--- src/rtl/hazard_ctrl_if.sv ---
// Signal bundle between the pipeline datapath and the hazard unit.
// master = pipeline side (drives stage info), slave = hazard unit.
interface hazard_ctrl_if;
  logic [4:0] rsD;
  logic [4:0] rtD;
  logic [1:0] tuseRsD;
  logic [1:0] tuseRtD;
  logic [4:0] waE;
  logic [4:0] waM;
  logic [4:0] waW;
  logic [1:0] tnewE;
  logic [1:0] tnewM;
  logic       linkE;
  logic       linkM;
  logic       linkW;
  logic       mdStartE;
  logic       mdDivE;
  logic       mdUseD;
  logic [3:0] forwardAD;
  logic [3:0] forwardBD;
  logic       stallF;
  logic       stallD;
  logic       flushE;
  logic       mdBusy;

  modport master (
    output rsD, rtD, tuseRsD, tuseRtD, waE, waM, waW, tnewE, tnewM,
           linkE, linkM, linkW, mdStartE, mdDivE, mdUseD,
    input  forwardAD, forwardBD, stallF, stallD, flushE, mdBusy
  );

  modport slave (
    input  rsD, rtD, tuseRsD, tuseRtD, waE, waM, waW, tnewE, tnewM,
           linkE, linkM, linkW, mdStartE, mdDivE, mdUseD,
    output forwardAD, forwardBD, stallF, stallD, flushE, mdBusy
  );
endinterface

--- src/rtl/hazard_ctrl.sv ---
// Pipeline hazard unit: D-stage operand forwarding, data/md stalls and
// the multiply/divide occupancy tracker.
module hazard_ctrl (
  input logic          clk,
  input logic          reset,
  hazard_ctrl_if.slave hz
);
  typedef enum logic {IDLE, BUSY} md_state_t;

  localparam logic [3:0] MUL_LOAD = 4'd4;
  localparam logic [3:0] DIV_LOAD = 4'd9;

  md_state_t  state_reg;
  logic [3:0] cnt_reg;
  logic       md_busy_reg;
  logic       md_stall;
  logic       stall;

  // Operand 0 is rs, operand 1 is rt; both use identical rules.
  genvar gi;
  generate
    for (gi = 0; gi < 2; gi++) begin : g_opnd
      logic [4:0] src;
      logic [1:0] tuse;
      logic [3:0] fwd_sel;
      logic       data_stall;

      assign src  = (gi == 0) ? hz.rsD : hz.rtD;
      assign tuse = (gi == 0) ? hz.tuseRsD : hz.tuseRtD;

      // A younger producer that is not ready yet shadows older matches.
      always_comb begin
        fwd_sel = 4'd0;
        if (src != 5'd0 && src == hz.waE) begin
          fwd_sel = (hz.linkE && hz.tnewE == 2'd0) ? 4'd1 : 4'd0;
        end else if (src != 5'd0 && src == hz.waM) begin
          if (hz.tnewM == 2'd0)
            fwd_sel = hz.linkM ? 4'd3 : 4'd2;
        end else if (src != 5'd0 && src == hz.waW) begin
          fwd_sel = hz.linkW ? 4'd5 : 4'd4;
        end
      end

      assign data_stall = (tuse != 2'd3) && (src != 5'd0) &&
                          ((src == hz.waE && tuse < hz.tnewE) ||
                           (src == hz.waM && tuse < hz.tnewM));
    end
  endgenerate

  assign md_stall = hz.mdUseD && (md_busy_reg || hz.mdStartE);
  assign stall    = g_opnd[0].data_stall | g_opnd[1].data_stall | md_stall;

  assign hz.forwardAD = g_opnd[0].fwd_sel;
  assign hz.forwardBD = g_opnd[1].fwd_sel;
  assign hz.stallF    = stall;
  assign hz.stallD    = stall;
  assign hz.flushE    = stall;
  assign hz.mdBusy    = md_busy_reg;

  // A new start in BUSY restarts the count; nothing is queued.
  always_ff @(posedge clk) begin
    if (reset) begin
      state_reg   <= IDLE;
      cnt_reg     <= 4'd0;
      md_busy_reg <= 1'b0;
    end else begin
      case (state_reg)
        IDLE: begin
          if (hz.mdStartE) begin
            state_reg   <= BUSY;
            cnt_reg     <= hz.mdDivE ? DIV_LOAD : MUL_LOAD;
            md_busy_reg <= 1'b1;
          end
        end
        BUSY: begin
          if (hz.mdStartE) begin
            cnt_reg     <= hz.mdDivE ? DIV_LOAD : MUL_LOAD;
            md_busy_reg <= 1'b1;
          end else if (cnt_reg == 4'd0) begin
            state_reg   <= IDLE;
            md_busy_reg <= 1'b0;
          end else begin
            cnt_reg <= cnt_reg - 4'd1;
          end
        end
        default: begin
          state_reg   <= IDLE;
          cnt_reg     <= 4'd0;
          md_busy_reg <= 1'b0;
        end
      endcase
    end
  end
endmodule

--- src/flat_wrapper.sv ---
// flat-port wrapper written by rule: the top's interface ports become plain ports
module hazard_ctrl_flat 
  (clk, reset, hz_rsD, hz_rtD, hz_tuseRsD, hz_tuseRtD, hz_waE, hz_waM, hz_waW, hz_tnewE, hz_tnewM, hz_linkE, hz_linkM, hz_linkW, hz_mdStartE, hz_mdDivE, hz_mdUseD, hz_forwardAD, hz_forwardBD, hz_stallF, hz_stallD, hz_flushE, hz_mdBusy);
  hazard_ctrl_if hz_i ();
  input logic clk;
  input logic reset;
  input wire logic [$bits(hz_i.rsD)-1:0] hz_rsD;
  input wire logic [$bits(hz_i.rtD)-1:0] hz_rtD;
  input wire logic [$bits(hz_i.tuseRsD)-1:0] hz_tuseRsD;
  input wire logic [$bits(hz_i.tuseRtD)-1:0] hz_tuseRtD;
  input wire logic [$bits(hz_i.waE)-1:0] hz_waE;
  input wire logic [$bits(hz_i.waM)-1:0] hz_waM;
  input wire logic [$bits(hz_i.waW)-1:0] hz_waW;
  input wire logic [$bits(hz_i.tnewE)-1:0] hz_tnewE;
  input wire logic [$bits(hz_i.tnewM)-1:0] hz_tnewM;
  input wire logic [$bits(hz_i.linkE)-1:0] hz_linkE;
  input wire logic [$bits(hz_i.linkM)-1:0] hz_linkM;
  input wire logic [$bits(hz_i.linkW)-1:0] hz_linkW;
  input wire logic [$bits(hz_i.mdStartE)-1:0] hz_mdStartE;
  input wire logic [$bits(hz_i.mdDivE)-1:0] hz_mdDivE;
  input wire logic [$bits(hz_i.mdUseD)-1:0] hz_mdUseD;
  output wire logic [$bits(hz_i.forwardAD)-1:0] hz_forwardAD;
  output wire logic [$bits(hz_i.forwardBD)-1:0] hz_forwardBD;
  output wire logic [$bits(hz_i.stallF)-1:0] hz_stallF;
  output wire logic [$bits(hz_i.stallD)-1:0] hz_stallD;
  output wire logic [$bits(hz_i.flushE)-1:0] hz_flushE;
  output wire logic [$bits(hz_i.mdBusy)-1:0] hz_mdBusy;
  assign hz_i.rsD = hz_rsD;
  assign hz_i.rtD = hz_rtD;
  assign hz_i.tuseRsD = hz_tuseRsD;
  assign hz_i.tuseRtD = hz_tuseRtD;
  assign hz_i.waE = hz_waE;
  assign hz_i.waM = hz_waM;
  assign hz_i.waW = hz_waW;
  assign hz_i.tnewE = hz_tnewE;
  assign hz_i.tnewM = hz_tnewM;
  assign hz_i.linkE = hz_linkE;
  assign hz_i.linkM = hz_linkM;
  assign hz_i.linkW = hz_linkW;
  assign hz_i.mdStartE = hz_mdStartE;
  assign hz_i.mdDivE = hz_mdDivE;
  assign hz_i.mdUseD = hz_mdUseD;
  assign hz_forwardAD = hz_i.forwardAD;
  assign hz_forwardBD = hz_i.forwardBD;
  assign hz_stallF = hz_i.stallF;
  assign hz_stallD = hz_i.stallD;
  assign hz_flushE = hz_i.flushE;
  assign hz_mdBusy = hz_i.mdBusy;
  hazard_ctrl u_core (.clk(clk), .reset(reset), .hz(hz_i));
endmodule
--- config.mk ---
export PLATFORM = sky130hd
export DESIGN_NAME = hazard_ctrl_flat
export DESIGN_NICKNAME = d
export VERILOG_FILES = /design/src/rtl/hazard_ctrl_if.sv /design/src/rtl/hazard_ctrl.sv /design/src/flat_wrapper.sv
export SDC_FILE = /design/constraint.sdc
export NUM_CORES = 1
export LEC_CHECK = 0
export BUFFER_PORTS_ARGS = -buffer_cell sky130_fd_sc_hd__buf_2
export CELL_PAD_IN_SITES_DETAIL_PLACEMENT = 0
export CELL_PAD_IN_SITES_GLOBAL_PLACEMENT = 1
export CORE_ASPECT_RATIO = 1.5
export CORE_MARGIN = 8
export CORE_UTILIZATION = 27
export DETAILED_ROUTE_END_ITERATION = 12
export GPL_TIMING_DRIVEN = 1
export HOLD_SLACK_MARGIN = 0.08
export PLACE_DENSITY_LB_ADDON = 0.05
export SLEW_MARGIN = 10
export SYNTH_ARGS = -nofsm -noshare
export SYNTH_HDL_FRONTEND = slang
export SYNTH_SLANG_ARGS = --single-unit
export TNS_END_PERCENT = 50
--- constraint.sdc ---
create_clock -name clk -period 1.75 [get_ports clk]
set_input_delay 0.35 -clock clk [delete_from_list [all_inputs] [get_ports clk]]
set_output_delay 0.35 -clock clk [all_outputs]
set_load 0.02 [all_outputs]
# Word-level counts from Yosys, hierarchy flattened
# Cells that the tools add are included.
[totals] ff_bits=6 latchBits=0 mem_bits_rw=0 rom_bits=0 input_bits=41 output_inout_bits=12 elab_cells=71 memories=0
[op_classes] add_sub_neg=1 n_mul=0 div=0 magnitude_cmp=4 eq_ne=11 shifts=0 n_mux=23 bitwise_logic=3 reduce_logical=26
[ops] operator="$mux 4" count=11
[ops] operator="$eq 5x5->1" count=6
[ops] operator="$logic_and 1x1->1" count=16
[ops] operator="$reduce_bool 5->1" count=2
[ops] operator="$mux 1" count=9
[ops] operator="$lt 2x2->1" count=4
[ops] operator="$pmux 4 s2" count=1
[ops] operator="$ne 2x2->1 const B" count=3
[ops] operator="$ne 3x3->1 const B" count=2
[ops] operator="$logic_not 2->1" count=2
[ops] operator="$logic_not 4->1" count=1
[ops] operator="$pmux 1 s2" count=2
[ops] operator="$reduce_and 2->1" count=2
[ops] operator="$sub 4x1->4 const B" count=1
[ops] operator="$logic_or 1x1->1" count=3
[ops] operator="$or 1x1->1" count=2
[ops] operator="$not 1->1" count=1

# Depth between registers and ports, before layout
# Gate-level depths: netlist (run 1).
[depth] word_depth=6 ltp_mapped=7 mapped_depth_nobuf=7

# Least setup slack after synthesis (run 1)
# No wires, ideal clock.
[synth_timing] path_type="input to output" start="in hz_rsD[1]" end="out hz_stallD" arrival_ns=1.681 required_ns=1.400 path_slack_ns=-0.281 path_stages=5 path_buffers=1 path_cell_list="or4_4 > nor2_4 > a21oi_1 > a221o_1 > buf_4"
[synth_via] elab_chain_cells=6
[synth_lines] element="from (decl)" line_no="flat_wrapper.sv:7" text="input wire logic [$bits(hz_i.rsD)-1:0] hz_rsD;"
[synth_lines] element="$eq 5x5->1, on equally long branches" line_no="hazard_ctrl.sv:45, hazard_ctrl.sv:46"
[synth_lines] element="$logic_and 1x1->1, on equally long branches" line_no="hazard_ctrl.sv:45, hazard_ctrl.sv:46"
[synth_lines] element="$logic_or 1x1->1" line_no="hazard_ctrl.sv:45" text="((src == hz.waE && tuse < hz.tnewE) ||"
[synth_lines] element="$logic_and 1x1->1 (*)" line_no="hazard_ctrl.sv:44" text="assign data_stall = (tuse != 2'd3) && (src != 5'd0) &&"
[synth_lines] element="$or 1x1->1 (*) (2 in a row)" line_no="hazard_ctrl.sv:51" text="assign stall = g_opnd[0].data_stall | g_opnd[1].data_stall | md_stall;"
[synth_lines] element="to (decl)" line_no="flat_wrapper.sv:25" text="output wire logic [$bits(hz_i.stallD)-1:0] hz_stallD;"
# Mark *: on every way between the ends. The rest lies on a longest branch, timed or not.

# Worst setup path after layout (run 1)
[layout_timing] start="in hz_rsD[1]" end="out hz_forwardAD[0]"
[layout_via] elab_chain_cells=5
[layout_lines] element="$eq 5x5->1 or $reduce_bool 5->1 (tied branches)" line_no="hazard_ctrl.sv:39, hazard_ctrl.sv:34, hazard_ctrl.sv:36"
[layout_lines] element="$logic_and 1x1->1" line_no="hazard_ctrl.sv:39" text="end else if (src != 5'd0 && src == hz.waW) begin"
[layout_lines] element="$mux 4" line_no="hazard_ctrl.sv:39"
[layout_lines] element="$mux 4" line_no="hazard_ctrl.sv:36" text="end else if (src != 5'd0 && src == hz.waM) begin"
[layout_lines] element="$mux 4 (*)" line_no="hazard_ctrl.sv:34" text="if (src != 5'd0 && src == hz.waE) begin"
[layout_lines] element="to (decl)" line_no="flat_wrapper.sv:22" text="output wire logic [$bits(hz_i.forwardAD)-1:0] hz_forwardAD;"
# Marked as above.

==> results.txt, run 1 <==
Failing checks: setup timing
Antenna cells: 0
Switching power: 0.241 mW
Fill cells: 345
Yosys warns: 0
Iteration-0 DRC Markers: 42
Initial antenna violation count: 0
Final Instance Area: 0.00160 mm^2
Post-CTS Hold Buffers: 0
CP bufs+invs: 2
Cts bufs inserted: 3
Syn-to-layout area delta: 69.2%
Post-route clock period utilization: 120%
Post-synthesis cell type count: 29
Layer with the highest usage: met2
Logic pwr share: 49.4%
Peak supply drop: 609 uV
LEAKAGE: 0.756 nW
Clk buf depth: 2
CTS tree: done
CP arrival: 1.75 ns
Synthesized flop and latch total: 6
Vias in the first global route: 1252
Clock sinks: 6
GRT Resource Usage Total: 12.5%
Critical path peak fanout: 4
Sequential share of power: 21.7%
Final GP Congestion: 0.774
Worst setup SP type: input pin
Status: complete, but fails checks
Area of the core: 0.00338 mm^2
Placed Instances: 233
Die area: 0.00569 mm^2
Internal Power: 0.474 mW
Worst path cell trace: buf_8 > or4_4 > nor2_4 > a21o_4 > nor3b_2 > a211o_1 > buf_4
Sequential-to-total area share from yosys stat: 12.7%
CP Capture Type: output port
Drt first pass iters: 4
First-pass GRT wire length: 5870 um
Syn_area_per_cell: 7.82 um^2
Max cap viols: 0
Worst skew pair latency: 0.22 ns
Initial Utilization: 28.0%
Synth area leader: xor2_1
Synth Area in Compound Gates: 16.8%
Post-Synth XOR/XNOR Area: 28.7%
DP Wirelength: 2950 um
Multi-input gate area: 850 um^2
Worst path top cell family by delay: simple AND/OR/NAND/NOR gates
Pin count of the biggest net entering global routing: 10
Max FFs per register: 4
Tmin final: 2.10 ns
Remaining DRCs: 0
Root Driver: clkbuf_8
Mux contribution to synthesized area: 0%
Fin Hold WS: 0.332 ns
Synth top area cells: xor2_1 20%, dfxtp_1 13%, xnor2_1 8.3%
Total Wirelength: 3450 um
Die Height: 88.5 um
Net Sw Frac: 33.7%
Clock power share: 28.8%
Upper clock frequency limit: 477 MHz
Worst setup margin: -0.348 ns
Mapped Area: 946 um^2
RSZ-0062 raised after global routing: yes
Layout cells sized above 1: 50.8%
Final hold vios: 0
Required time of the critical path: 1.40 ns
Synth Area in Simple Gates: 28.8%
Setup WS pre-CTS: -0.373 ns
Adder-Cell Fraction of Synth Area: 6.61%
CP max stage cell: or4_4
Port bufs: 50
Global Route met3 Usage: 3.30%
Via Count: 1132
Routed Antenna Nets: 0
Area post-placement: 0.00142 mm^2
Vias per cell: 4.78
CP peak stage delay: 0.54 ns
Type of the tightest min-delay check: input pin to flop
Cells after Synth: 121
Final Setup Violations: 9
Met2 global-route usage: 24.5%
Largest family of logic cells by synthesized area: simple AND/OR/NAND/NOR gates
Die W: 64.3 um
CTS H-tree lvls: 1
Grt met1 use: 12.5%
Row count: 26
Pwr Density: 447 mW/mm^2
Non-Filler Instances: 237
Nets: 243
Worst-path clk slew: 0.03 ns
Synth top area share: 20.4%
Worst clock skew: 0.00175 ns
Storage cell area: 120 um^2
Crit Path Category: input pin to output port
Total global routing overflow: 0
Max Slew Vio Count: 0
Num ports: 53
Wire per inst: 14.6 um
==> repair_timing <==
action                     CTS  global route
setup buffers                0             1
setup endpoints to repair    9             9
pin swaps                    3             5
resized for setup           18            15
==> worst reg2reg max path, cell delays in order (launching register included) <==
cell and delay (ns):
dfxtp_1 0.31, inv_1 0.06, ha_1 0.22, nor3b_1 0.15, nor2b_1 0.26, nor2_1 0.06
a2111oi_0 0.33
==> through the flow <==
step	utilization, %	total power [mW]	setup TNS, ns
floorplan	-	0.327	-0.926
global placement	41.9	0.473	-2.62
detailed placement	41.9	0.474	-2.69
CTS	45.2	0.704	-2.56
global route	47.3	0.766	-2.79
finish	47.3	0.715	-2.33
==> path summary, 6_finish.rpt <==
path | from | endpoint | slack (ns) | depth (start not counted)
worst max-delay path | hz_rsD[1] | hz_forwardAD[0] | -0.35 | 7
worst min-delay path | hz_mdDivE | u_core.cnt_reg[2] | 0.33 | 2
worst max register to register | u_core.cnt_reg[0] | u_core.cnt_reg[1] | 0.24 | 6
worst min register to register | u_core.cnt_reg[1] | u_core.cnt_reg[1] | 0.50 | 2
==> cells in the mapped netlist <==
library cell / instances
a2111oi_0: 1
a211o_1: 2
a211oi_1: 3
a21boi_0: 2
a21o_1: 2
a21o_4: 2
a21oi_1: 3
a221o_1: 1
buf_4: 4
clkbuf_1: 1
conb_1: 1
dfxtp_1: 6
ha_1: 5
inv_1: 6
nand2_1: 8
nand3_1: 5
nor2_1: 10
nor2_4: 2
nor2b_1: 2
nor3_1: 12
nor3_2: 1
nor3b_1: 2
nor3b_2: 2
nor4_1: 2
o21a_1: 1
o32ai_1: 2
or4_4: 2
xnor2_1: 9
xor2_1: 22
==> placed cells by master (no fill, tap or decap), types with 2 or more instances in the layout <==
cell type / n
a211o_1: 2
a211oi_1: 3
a21boi_0: 2
a21o_1: 2
a21o_4: 2
a21oi_2: 2
buf_2: 38
buf_4: 29
buf_6: 5
buf_8: 2
clkbuf_8: 3
conb_1: 2
dfxtp_1: 6
ha_1: 5
inv_1: 6
nand2_1: 8
nand3_1: 3
nand3_2: 2
nor2_1: 10
nor2_4: 2
nor2b_1: 2
nor3_1: 9
nor3_2: 4
nor3b_1: 2
or4_4: 2
xnor2_1: 9
xor2_1: 21
==> per-layer routing <==
layer | up-vias | wire [um] | share of wire, %
met2 | 45 | 1880 | 55
met3 | 5 | 223 | 6.5
met5 | - | 0 | 0
met1 | 514 | 1300 | 38
met4 | 0 | 47 | 1.4
li1 | 568 | - | -
==> cell families (layout without fill, tap and decap cells) <==
group / count (synthesis) / in the layout
and+or+nand+nor: 48 / 48
xor gates and xnor gates: 31 / 31
AOI/OAI and AO/OA: 19 / 19
buffers and inverters: 11 / 84
DFF: 6 / 6
adders and majority gates: 5 / 5
other: 1 / 2
==> cell type report <==
type | count | share of cell area [%]
well taps | 42 | 3.28
inverters | 6 | 1.41
repair buffers | 75 | 32.1
clock buffers | 3 | 2.58
multi-input cells | 105 | 53.1
flip-flops and latches | 6 | 7.51
==> power groups by stage <==
stage	Sequential [mW]	Clock, mW	Combinational [mW]
finish	0.155	0.206	0.354
global placement	0.157	0	0.316
floorplan	0.158	0	0.169
global route	0.158	0.219	0.389
detailed placement	0.158	0	0.317
CTS	0.156	0.211	0.337
Note: power is estimated with default switching activity, not from simulation.
==> run 2: changes to the inputs <==
--- a/config.mk
+++ b/config.mk
@@ -5,6 +5,7 @@
 export SDC_FILE = /design/constraint.sdc
 export NUM_CORES = 1
 export LEC_CHECK = 0
+export ABC_AREA = 1
 export BUFFER_PORTS_ARGS = -buffer_cell sky130_fd_sc_hd__buf_2
 export CELL_PAD_IN_SITES_DETAIL_PLACEMENT = 0
 export CELL_PAD_IN_SITES_GLOBAL_PLACEMENT = 1
==> run 2 against run 1 <==
  * The run still ends with setup timing left
  * Final cell count grew 33%
  * First-iteration DRC count fell by 57%
  * Global-route usage down 1.4 points
  * Die area grew 19%
  * Wire length rose by 14%
  * Clock skew down 0.0014 ns
  * Critical path depth grew 3
  * Critical path type unchanged
  * Largest power group unchanged
  * Highest routed layer unchanged
==> results.txt, run 2 <==
Synth top area share: 22.4%
Cts bufs inserted: 3
Status: complete, but fails checks
Mapped Area: 0.00117 mm^2
Port bufs: 50
Yosys warns: 0
Commonest non-fill, non-tap cell in the layout: nand2_1
Clk buf depth: 2
Die W: 69.8 um
Layout cells sized above 1: 42.4%
Syn-to-layout area delta: 55.3%
CTS H-tree lvls: 1
Antenna cells: 0
Total Wirelength: 3950 um
Setup WS pre-CTS: -0.0821 ns
Iteration-0 DRC Markers: 18
Syn_area_per_cell: 5.56 um^2
Num ports: 53
Area of the core: 0.00421 mm^2
Final hold vios: 0
Row count: 29
Sequential-to-total area share from yosys stat: 10.2%
CP Capture Type: output port
Post-synthesis cell type count: 27
Failing checks: setup timing
Total global routing overflow: 0
First-pass GRT wire length: 6420 um
Post-route clock period utilization: 100%
Synth top area cells: nand2_1 22%, dfxtp_1 10%, inv_1 9.6%
Worst setup SP type: input pin
Cells after Synth: 211
Nets: 317
Initial Utilization: 27.9%
Remaining DRCs: 0
Drt first pass iters: 4
Synth area leader: nand2_1
LEAKAGE: 0.982 nW
Final Setup Violations: 1
Vias in the first global route: 1496
CP max stage cell: nand4_1
Worst path top cell family by delay: simple AND/OR/NAND/NOR gates
Fin Hold WS: 0.326 ns
Crit Path Category: input pin to output port
CTS tree: done
Worst setup margin: -0.00202 ns
Upper clock frequency limit: 571 MHz
Synthesized flop and latch total: 6
GRT Resource Usage Total: 11.1%
Vias per cell: 4.55
Type of the tightest min-delay check: input pin to flop
Final GP Congestion: 0.790
Most frequent cells in the layout: 68 x nand2_1, 28 x buf_2, 25 x inv_1
Post-synth ARST share: 0%
Initial antenna violation count: 0
RSZ-0062 raised after global routing: yes
Post-CTS Hold Buffers: 0
Required time of the critical path: 1.40 ns
CP bufs+invs: 4
Via Count: 1433
Max cap viols: 0
Pwr Density: 444 mW/mm^2
Worst path cell trace: buf_4 > inv_4 > nand4_1 > nand2_1 > inv_1 > nand3_2 > nor2_1 > nor2_1 > nand2_1 > buf_6
Tmin final: 1.75 ns
Routed Antenna Nets: 0
Clock sinks: 6
Root Driver: clkbuf_8
Worst-path clk slew: 0.04 ns
Max Slew Vio Count: 0
DP Wirelength: 3450 um
CP arrival: 1.40 ns
Peak supply drop: 455 uV
Die Height: 96.7 um
Top-count cell post-synth: nand2_1
Die area: 0.00675 mm^2
Worst clock skew: 0.000393 ns
Wire per inst: 12.5 um
Most frequent cells after synthesis: 70 x nand2_1, 30 x inv_1, 17 x nor2_1
CP peak stage delay: 0.20 ns
Synth Flop Type: dfxtp_1
Worst skew pair latency: 0.23 ns
Critical path peak fanout: 4
EDFF count, synth: 0
Max FFs per register: 4
Pin count of the biggest net entering global routing: 6
[run 2: cell count changes after synthesis, moves of 3 or more]
| cell | before | now |
|---|---|---|
| inv_2 | 0 | 9 |
| a211oi_1 | 3 | 0 |
| xor2_1 | 22 | 5 |
| nor3_1 | 12 | 0 |
| nand3_2 | 0 | 3 |
| nor2_1 | 10 | 17 |
| nand2_1 | 8 | 70 |
| nor2_2 | 0 | 5 |
| a21oi_1 | 3 | 8 |
| nand4_1 | 0 | 9 |
| nand2_2 | 0 | 8 |
| inv_1 | 6 | 30 |
| o21ai_0 | 0 | 3 |
[run 2: metal layers]
layer / GRT usage (%) / share of wire, %
met3: 2.76 / 5.9
met5: 0 / 0
met1: 11.2 / 38
met4: 3.26 / 0.61
met2: 21.4 / 55
[run 2: through the flow]
stage               power (mW)  utilization (%)  instances  cell area [um^2]  setup TNS [ns]
finish                   0.808             43.3        315              1820        -0.00202
global route             0.872             43.3        315              1820          -0.143
CTS                      0.756             38.0        314              1600         -0.0321
detailed placement       0.521             35.9        311              1510          -0.287
global placement         0.525             35.9        311              1510          -0.345
floorplan                0.380                -        212              1180               0
[run 2: cell type report]
cell class                      instances  area, um^2
Multi-Input combinational cell        163        1010
Fill cell                             479        2390
Sequential cell                         6         120
Tap cell                               46        57.6
Timing Repair Buffer                   58         429
Clock buffer                            3        41.3
Inverter                               39         166
[run 2: logic make-up after synthesis]
kind of cell / after synthesis / synth area share, %
flip-flops: 6 / 10.2
other: 1 / 0.320
adder cells (fa/ha/maj): 5 / 5.34
AO/OA/AOI/OAI: 17 / 8.43
buffers and inverters: 43 / 15.0
AND/OR/NAND/NOR: 125 / 50.2
XOR/XNOR: 14 / 10.5
[run 2: report_power, final]
group,leakage (nW),switching (mW),internal (mW)
Combinational,0.911,0.240,0.202
Sequential,0.0498,0.00674,0.149
Clock,0.0216,0.0630,0.148
Total,0.982,0.309,0.499
[run 2: final timing paths]
check	endpoint	slack, ns	depth (start not counted)	start
worst max-delay path	hz_forwardBD[0]	-0.002	10	hz_rtD[1]
worst max register to register	u_core.cnt_reg[0]	0.34	7	u_core.cnt_reg[0]
worst min register to register	u_core.cnt_reg[1]	0.46	2	u_core.cnt_reg[1]
worst min-delay path	u_core.cnt_reg[1]	0.33	2	reset
[run 2: timing repair]
action / CTS / global route
setup buffers: 0 / 1
endpoints found under the hold margin: 0 / 0
pin swaps: 10 / 33
gates resized for setup: 13 / 60
setup endpoints to repair: 6 / 9
